`src/rtl/btn_pkg.sv`:
```
// Shared types and constants for the button merge/debounce block.
package btn_pkg;

  typedef enum logic [1:0] {
    IDLE       = 2'd0,
    DB_PRESS   = 2'd1,
    HELD       = 2'd2,
    DB_RELEASE = 2'd3
  } btn_state_t;

  localparam logic [1:0] SRC_BOTH     = 2'b00;
  localparam logic [1:0] SRC_WIRED    = 2'b01;
  localparam logic [1:0] SRC_WIRELESS = 2'b10;
  localparam logic [1:0] SRC_LOCK     = 2'b11;

  // Width of a counter holding values 0..n-1, never narrower than one bit.
  function automatic int cnt_w(input int n);
    return (n <= 2) ? 1 : $clog2(n);
  endfunction

endpackage

```
`src/rtl/btn_channel.sv`:
```
// One button channel: 2-flop synchroniser, debounce FSM and optional auto-repeat.
// Auto-repeat is present only when BTN_AUTOREPEAT_EN is defined.
module btn_channel
  import btn_pkg::*;
#(
  parameter int DB_CYCLES    = 250000,
  parameter int REPEAT_DELAY = 25000000,
  parameter int REPEAT_RATE  = 5000000
) (
  input  logic clk,
  input  logic rst,
  input  logic raw,
  output logic level,
  output logic press,
  output logic rel,
  output logic rep
);

  localparam int DB_W = cnt_w(DB_CYCLES);
  localparam logic [DB_W-1:0] DB_LAST = DB_W'(DB_CYCLES - 1);

  logic [1:0]      sync;
  logic            s;
  btn_state_t      state;
  logic [DB_W-1:0] db_cnt;
  logic            accept_press;

  assign s = sync[1];
  assign accept_press = (state == DB_PRESS) && s && (db_cnt == DB_LAST);

  always_ff @(posedge clk) begin
    if (rst) begin
      sync   <= 2'b00;
      state  <= IDLE;
      db_cnt <= '0;
      level  <= 1'b0;
      press  <= 1'b0;
      rel    <= 1'b0;
    end else begin
      sync  <= {sync[0], raw};
      press <= 1'b0;
      rel   <= 1'b0;
      case (state)
        IDLE: begin
          if (s) begin
            state  <= DB_PRESS;
            db_cnt <= DB_W'(1);
          end
        end
        DB_PRESS: begin
          if (!s) begin
            state  <= IDLE;
            db_cnt <= '0;
          end else if (db_cnt == DB_LAST) begin
            state  <= HELD;
            db_cnt <= '0;
            level  <= 1'b1;
            press  <= 1'b1;
          end else begin
            db_cnt <= db_cnt + DB_W'(1);
          end
        end
        HELD: begin
          if (!s) begin
            state  <= DB_RELEASE;
            db_cnt <= DB_W'(1);
          end
        end
        DB_RELEASE: begin
          // A short dip returns to HELD silently; the level never dropped.
          if (s) begin
            state  <= HELD;
            db_cnt <= '0;
          end else if (db_cnt == DB_LAST) begin
            state  <= IDLE;
            db_cnt <= '0;
            level  <= 1'b0;
            rel    <= 1'b1;
          end else begin
            db_cnt <= db_cnt + DB_W'(1);
          end
        end
        default: begin
          state  <= IDLE;
          db_cnt <= '0;
        end
      endcase
    end
  end

`ifdef BTN_AUTOREPEAT_EN
  localparam int RPT_W = cnt_w(REPEAT_DELAY + REPEAT_RATE);
  localparam logic [RPT_W-1:0] RPT_FIRST = RPT_W'(REPEAT_DELAY - 1);
  localparam logic [RPT_W-1:0] RPT_DELAY = RPT_W'(REPEAT_DELAY);
  localparam logic [RPT_W-1:0] RPT_LAST  = RPT_W'(REPEAT_DELAY + REPEAT_RATE - 1);

  logic [RPT_W-1:0] rpt_cnt;

  // Counts only HELD->HELD cycles, so dips in DB_RELEASE pause the cadence.
  // Past the first pulse the counter cycles within DELAY..DELAY+RATE-1.
  always_ff @(posedge clk) begin
    if (rst) begin
      rpt_cnt <= '0;
      rep     <= 1'b0;
    end else begin
      rep <= 1'b0;
      if (accept_press) begin
        rpt_cnt <= '0;
      end else if (state == HELD && s) begin
        if (rpt_cnt == RPT_LAST) begin
          rpt_cnt <= RPT_DELAY;
          rep     <= 1'b1;
        end else begin
          rpt_cnt <= rpt_cnt + RPT_W'(1);
          if (rpt_cnt == RPT_FIRST) rep <= 1'b1;
        end
      end
    end
  end
`else
  assign rep = 1'b0;
`endif

endmodule

```
`src/rtl/btn_merge_debounce.sv`:
```
// Merges wired/wireless buttons per src_sel and debounces each channel.
// Define BTN_AUTOREPEAT_EN to enable the auto-repeat pulse outputs.
module btn_merge_debounce
  import btn_pkg::*;
#(
  parameter int N_BTN        = 8,
  parameter int DB_CYCLES    = 250000,
  parameter int REPEAT_DELAY = 25000000,
  parameter int REPEAT_RATE  = 5000000
) (
  input  logic             clk,
  input  logic             rst,
  input  logic [N_BTN-1:0] bt_wired,
  input  logic [N_BTN-1:0] bt_wireless,
  input  logic [1:0]       src_sel,
  output logic [N_BTN-1:0] btn_level,
  output logic [N_BTN-1:0] btn_press,
  output logic [N_BTN-1:0] btn_release,
  output logic [N_BTN-1:0] btn_repeat,
  output logic             any_active
);

  logic [N_BTN-1:0] merged;

  // src_sel is unsynchronised; the per-channel debounce absorbs its changes.
  always_comb begin
    merged = '0;
    case (src_sel)
      SRC_BOTH:     merged = bt_wired | bt_wireless;
      SRC_WIRED:    merged = bt_wired;
      SRC_WIRELESS: merged = bt_wireless;
      SRC_LOCK:     merged = '0;
      default:      merged = '0;
    endcase
  end

  for (genvar i = 0; i < N_BTN; i++) begin : g_ch
    btn_channel #(
      .DB_CYCLES   (DB_CYCLES),
      .REPEAT_DELAY(REPEAT_DELAY),
      .REPEAT_RATE (REPEAT_RATE)
    ) u_ch (
      .clk  (clk),
      .rst  (rst),
      .raw  (merged[i]),
      .level(btn_level[i]),
      .press(btn_press[i]),
      .rel  (btn_release[i]),
      .rep  (btn_repeat[i])
    );
  end

  assign any_active = |btn_level;

endmodule

```
`config.mk`:
```
export PLATFORM = sky130hd
export DESIGN_NAME = btn_merge_debounce
export DESIGN_NICKNAME = d
export VERILOG_FILES = /design/src/rtl/btn_pkg.sv /design/src/rtl/btn_channel.sv /design/src/rtl/btn_merge_debounce.sv
export SDC_FILE = /design/constraint.sdc
export NUM_CORES = 1
export LEC_CHECK = 0
export ABC_AREA = 0
export CORE_ASPECT_RATIO = 0.5
export CORE_MARGIN = 2
export CORE_UTILIZATION = 30
export DETAILED_ROUTE_END_ITERATION = 10
export GPL_TIMING_DRIVEN = 0
export MAX_ROUTING_LAYER = met4
export PLACE_DENSITY = 0.5
export SYNTH_ARGS = -nofsm -noshare
export SYNTH_HDL_FRONTEND = slang
export SYNTH_SLANG_ARGS = --single-unit
```
`constraint.sdc`:
```
create_clock -name clk -period 2.7 [get_ports clk]
set_clock_uncertainty 0.05 [all_clocks]
set_input_delay 0.54 -clock clk [delete_from_list [all_inputs] [get_ports clk]]
set_output_delay 0.54 -clock clk [all_outputs]
set_load 0.005 [all_outputs]
```
== Yosys cells after proc, flatten, opt, wreduce, memory -nomap -nowiden ==
Cells that the tools add are included.

* Register bits: 200
* Output and inout bits: 33
* Logic and storage cells: 391

* $add $sub $neg: 8
* Equal/unequal tests: 99
* Mux-type cells: 153
* Bitwise logic cells: 25
* Reductions and logical operators: 58

{| class="wikitable"
|+ Operators by type and width
! operator !! number
|-
| two-way mux 18 bit || 40
|-
| case mux 18 bit (4 select lines) || 8
|-
| adder 18 x 1 -> 18 bit, second input constant || 8
|-
| == test 18 bit, second input constant || 8
|-
| two-way mux 2 bit || 48
|-
| case mux 2 bit (4 select lines) || 8
|-
| inequality test 2 x 1 -> 1 bit, second input constant || 24
|-
| inequality test 2 bit, second input constant || 24
|-
| OR reduction 3 bit || 16
|-
| two-way mux 1 bit || 40
|-
| AND reduction 5 bit || 8
|-
| == test 2 bit, second input constant || 18
|-
| case mux 8 bit (4 select lines) || 1
|-
| AND reduction 4 bit || 8
|-
| inequality test 3 x 1 -> 1 bit, second input constant || 8
|-
| inequality test 3 bit, second input constant || 8
|-
| NOT 1 bit || 24
|-
| == test 2 x 1 -> 1 bit, second input constant || 9
|-
| zero test 2 bit || 9
|-
| case mux 1 bit (2 select lines) || 8
|-
| AND reduction 2 bit || 8
|-
| nonzero test 2 bit || 8
|-
| bitwise OR 8 bit || 1
|-
| OR reduction 8 bit || 1
|}

== Logic depth before layout (Yosys ltp) ==
* Depth after elaboration: 4
* Mapped depth: 8
* Gate-level depth less buffers: 6

== Hierarchy ==
A second synthesis with hierarchy kept.

* Cells, all modules: 1,137
* Area total of the unflattened synthesis: 10,033.4 um^2

{| class="wikitable"
|+ By module, submodules not included
! module !! times used !! cells an instance !! area an instance (um^2) !! seq. area each (um^2)
|-
| btn_channel at g_ch[0].u_ch ... || 6 || 136 || 1,223.7 || 500.5
|-
| btn_channel at g_ch[6].u_ch ... || 2 || 146 || 1,277.5 || 500.5
|-
| btn_merge_debounce || 1 || 29 || 136.4 || 0.0
|}

== Worst setup path after synthesis ==
Ideal clock, no wire load.

* Path kind: input to register
* Start: in rst
* End: reg g_ch[3].u_ch.db_cnt[15]
* Library setup time: 0.057 ns
* Arrival time: 1.814 ns
* Data required time: 2.593 ns
* Path slack: 0.779 ns
* Stages on the path: 5
* Cell sequence: buf_2 -> clkbuf_1 -> nor3_1 -> a21o_1 -> a21o_1

{| class="wikitable"
|+ RTL lines
! what !! RTL line !! source
|-
| start: declaration || btn_merge_debounce.sv:12 || <nowiki>input logic rst,</nowiki>
|-
| end signal: assignment || btn_channel.sv:60 || <nowiki>db_cnt <= db_cnt + DB_W'(1);</nowiki>
|-
| end signal: assignment || btn_channel.sv:80 || <nowiki>db_cnt <= db_cnt + DB_W'(1);</nowiki>
|-
| end: declaration || btn_channel.sv:25 || <nowiki>logic [DB_W-1:0] db_cnt;</nowiki>
|}

==> flow_summary.yaml <==
setup_path:
  cp.arrival_ps: 2700
  critPathRequiredTime_ps: 3040
  path_class: "in -> reg"
  endpoint_kind: "flip-flop"
  path_max_fanout: 19
  slowest_stage: "nor3_1"
  max_stage_delay_ps: 670
  start_kind: "input pin"
  cp_cell_sequence: "clkdlybuf4s50_1 -> buf_2 -> nor3_1 -> clkbuf_1 -> a22oi_1 -> o21ai_1"
timing:
  fin_hold_ws_ps: 388
  fmax_mhz: 424
  worst_pin_slew_ps: 1220
  grt_setup_unrepaired: "false"
  final-setup-viol-count: 0
  fin_crit_sh_pct: 87.3
  fin_tns_setup_ps: 0
  layout_setup_ws_ps: 343
  drv_slew: 0
  timing_hold_violations_final: 0
  relSlewSlack_pct: 18.0
  fin_crit_ps: 2360
detailed_routing:
  wl_per_cell_um: 14.3
  vias: 8631
  drt_iter0_markers: 535
  post_drt_via_cell_ratio: 5.12
  wl_um: 24200
  dr.pass1.iters: 5
  wirelength_met1_um: 12100
  route.met3.wl_um: 628
  drc: 0
  routed-wl-met2_um: 11000
  antenna_left: 0
  routed.top_layer: "met4"
logic_synthesis:
  synthCells: 1170
  yosysTopAreaCell: "dfxtp_1"
  ys_warn_count: 0
  synth_area_leaders: "dfxtp_1 41%, a21oi_1 4.6%, nand2_1 4.6%"
  async_flop_share_pct: 0
  synth_cell_types: 74
  synth_seq_cells: 200
  ys.flop_type: "dfxtp_1"
  synth_area_per_cell_um2: 8.41
  yosysMostFrequentCell: "dfxtp_1"
  synth-seq-area-share_pct: 40.7
  netlist_area_um2: 9840
  synth-edff-count: 0
  yosysTopAreaCellShare_pct: 40.7
  synth_commonest_cells: "200 x dfxtp_1, 121 x nand2_1, 91 x a21oi_1"
global_route:
  grt_pass1_vias: 7998
  antenna_found_initial: 0
  track_usage_pct: 14.7
  grt_pass1_wl_um: 40200
  grt_overflow: 0
  grt_max_degree: 20
run_status:
  outcome: "completed"
clock_network:
  cts_root_buf: "clkbuf_16"
  ctsLongestPathBuffers: 2
  clock_latency_ps: 450
  path_clk_slew_ps: 80
  post_cts_buffers: 0
  cts_sinks: 200
  numCtsBuffers: 17
  h-tree-depth: 4
  cts_tree: "built"
power_and_ir_drop:
  ir_drop_mv: 0.460
  p_total_uw: 5910
  p_leak_uw: 0.00417
  power.density_nw_per_um2: 517
cells_and_area:
  syn2layout_area_growth_pct: 16.2
  nets: 1268
  stdcell_area_um2: 11400
  drive_above_1_share_pct: 9.34
placement:
  placed_area_um2: 10900
  pre_cts_slack_ps: -733
  dp_hpwl_um: 17300
  port_buffers: 44
  gp_congestion: 0.802
floorplan:
  coreArea_um2: 32000
  fp.dieArea_um2: 34400
  die_w_um: 260
  die_h_um: 132
  core.rowCount: 46
  io-pin-count: 53
  initial_utilization_pct: 30.8
flow_run:
  drv_cap: 0
worst_hold_path:
  hp-class: "reg -> reg"
power by group:
group | total, µW | internal [µW] | leakage (µW) | switching (µW)
Clock | 2580 | 1330 | 0.000284 | 1250
Combinational | 313 | 145 | 0.00227 | 168
Sequential | 3020 | 2980 | 0.00162 | 38.9
logic make-up after synthesis:
| logic type | Yosys count | synth area share (%) |
|---|---|---|
| multiplexers | 23 | 2.34 |
| other | 1 | 0.0381 |
| adder cells (fa/ha/maj) | 8 | 1.02 |
| AND/OR/NAND/NOR | 518 | 28.9 |
| AO/OA/AOI/OAI | 291 | 18.6 |
| buffers and inverters | 94 | 5.23 |
| XOR/XNOR | 35 | 3.19 |
| flip-flops | 200 | 40.7 |
cell usage in the layout (no fill, tap or decap), types with 18 or more instances in the layout:
cell,count
dfxtp_1,200
nand2_1,121
a21oi_1,91
nand3_1,75
nor2_1,68
o21ai_0,56
a31oi_1,51
clkdlybuf4s50_1,44
and3_1,37
buf_4,36
nand2b_1,31
nor3_1,30
inv_1,27
nand4_1,24
a22o_1,23
mux2i_1,23
xor2_1,20
nor2b_1,20
a21o_1,20
nor4_1,18
layer usage:
metal,vias to the layer above,global-route usage (%)
met4,0,4.98
met3,26,2.86
met5,-,-
met2,130,22.5
li1,4402,-
met1,4073,19.4
critical path, delay by kind of cell:
kind                   cells  cell delay [ps]
AOI/OAI and AO/OA          2              250
and+or+nand+nor            1              670
buffers and inverters      3             1230
flip-flops by register name (all words and copies together), names as in the netlist, named ones only:
| signal | flops |
|---|---|
| g_ch.u_ch.db_cnt | 144 |
| g_ch.u_ch.rel | 8 |
| g_ch.u_ch.level | 8 |
| g_ch.u_ch.press | 8 |
| g_ch.u_ch.sync | 16 |
| g_ch.u_ch.state | 8 |
area by class of cell:
class | count | area, µm²
clock inverter | 14 | 140
antenna | 1 | 2.50
inverter | 27 | 101
clock buffer | 18 | 439
tap | 432 | 541
multi-input combinational | 883 | 5350
buffer | 66 | 410
sequential | 200 | 4000
fill | 3312 | 20600
timing repair buffer | 45 | 448
stage by stage:
| stage | std cells | utilization, % |
|---|---|---|
| finish | 1686 | 35.7 |
| global route | 1685 | 35.7 |
| CTS | 1685 | 35.7 |
| detailed placement | 1654 | 33.9 |
| global placement | 1653 | 33.9 |
| floorplan | 1177 | - |
path summary, 6_finish.rpt:
kind                                   to  depth (start not counted)  slack [ps]              startpoint
setup / recovery  g_ch[4].u_ch.db_cnt[12]                          6         340                     rst
hold / removal       g_ch[7].u_ch.sync[1]                          1         390    g_ch[7].u_ch.sync[0]
setup reg to reg  g_ch[2].u_ch.db_cnt[14]                          7         380  g_ch[2].u_ch.db_cnt[0]
hold reg to reg      g_ch[7].u_ch.sync[1]                          1         390    g_ch[7].u_ch.sync[0]
repair_timing:
item / 4_1_cts / 5_1_grt
setup endpoints to repair: 30 / 0
hold buffers: 0 / 0
resized for setup: 1 / 0
Note: power is estimated with default switching activity, not from simulation.
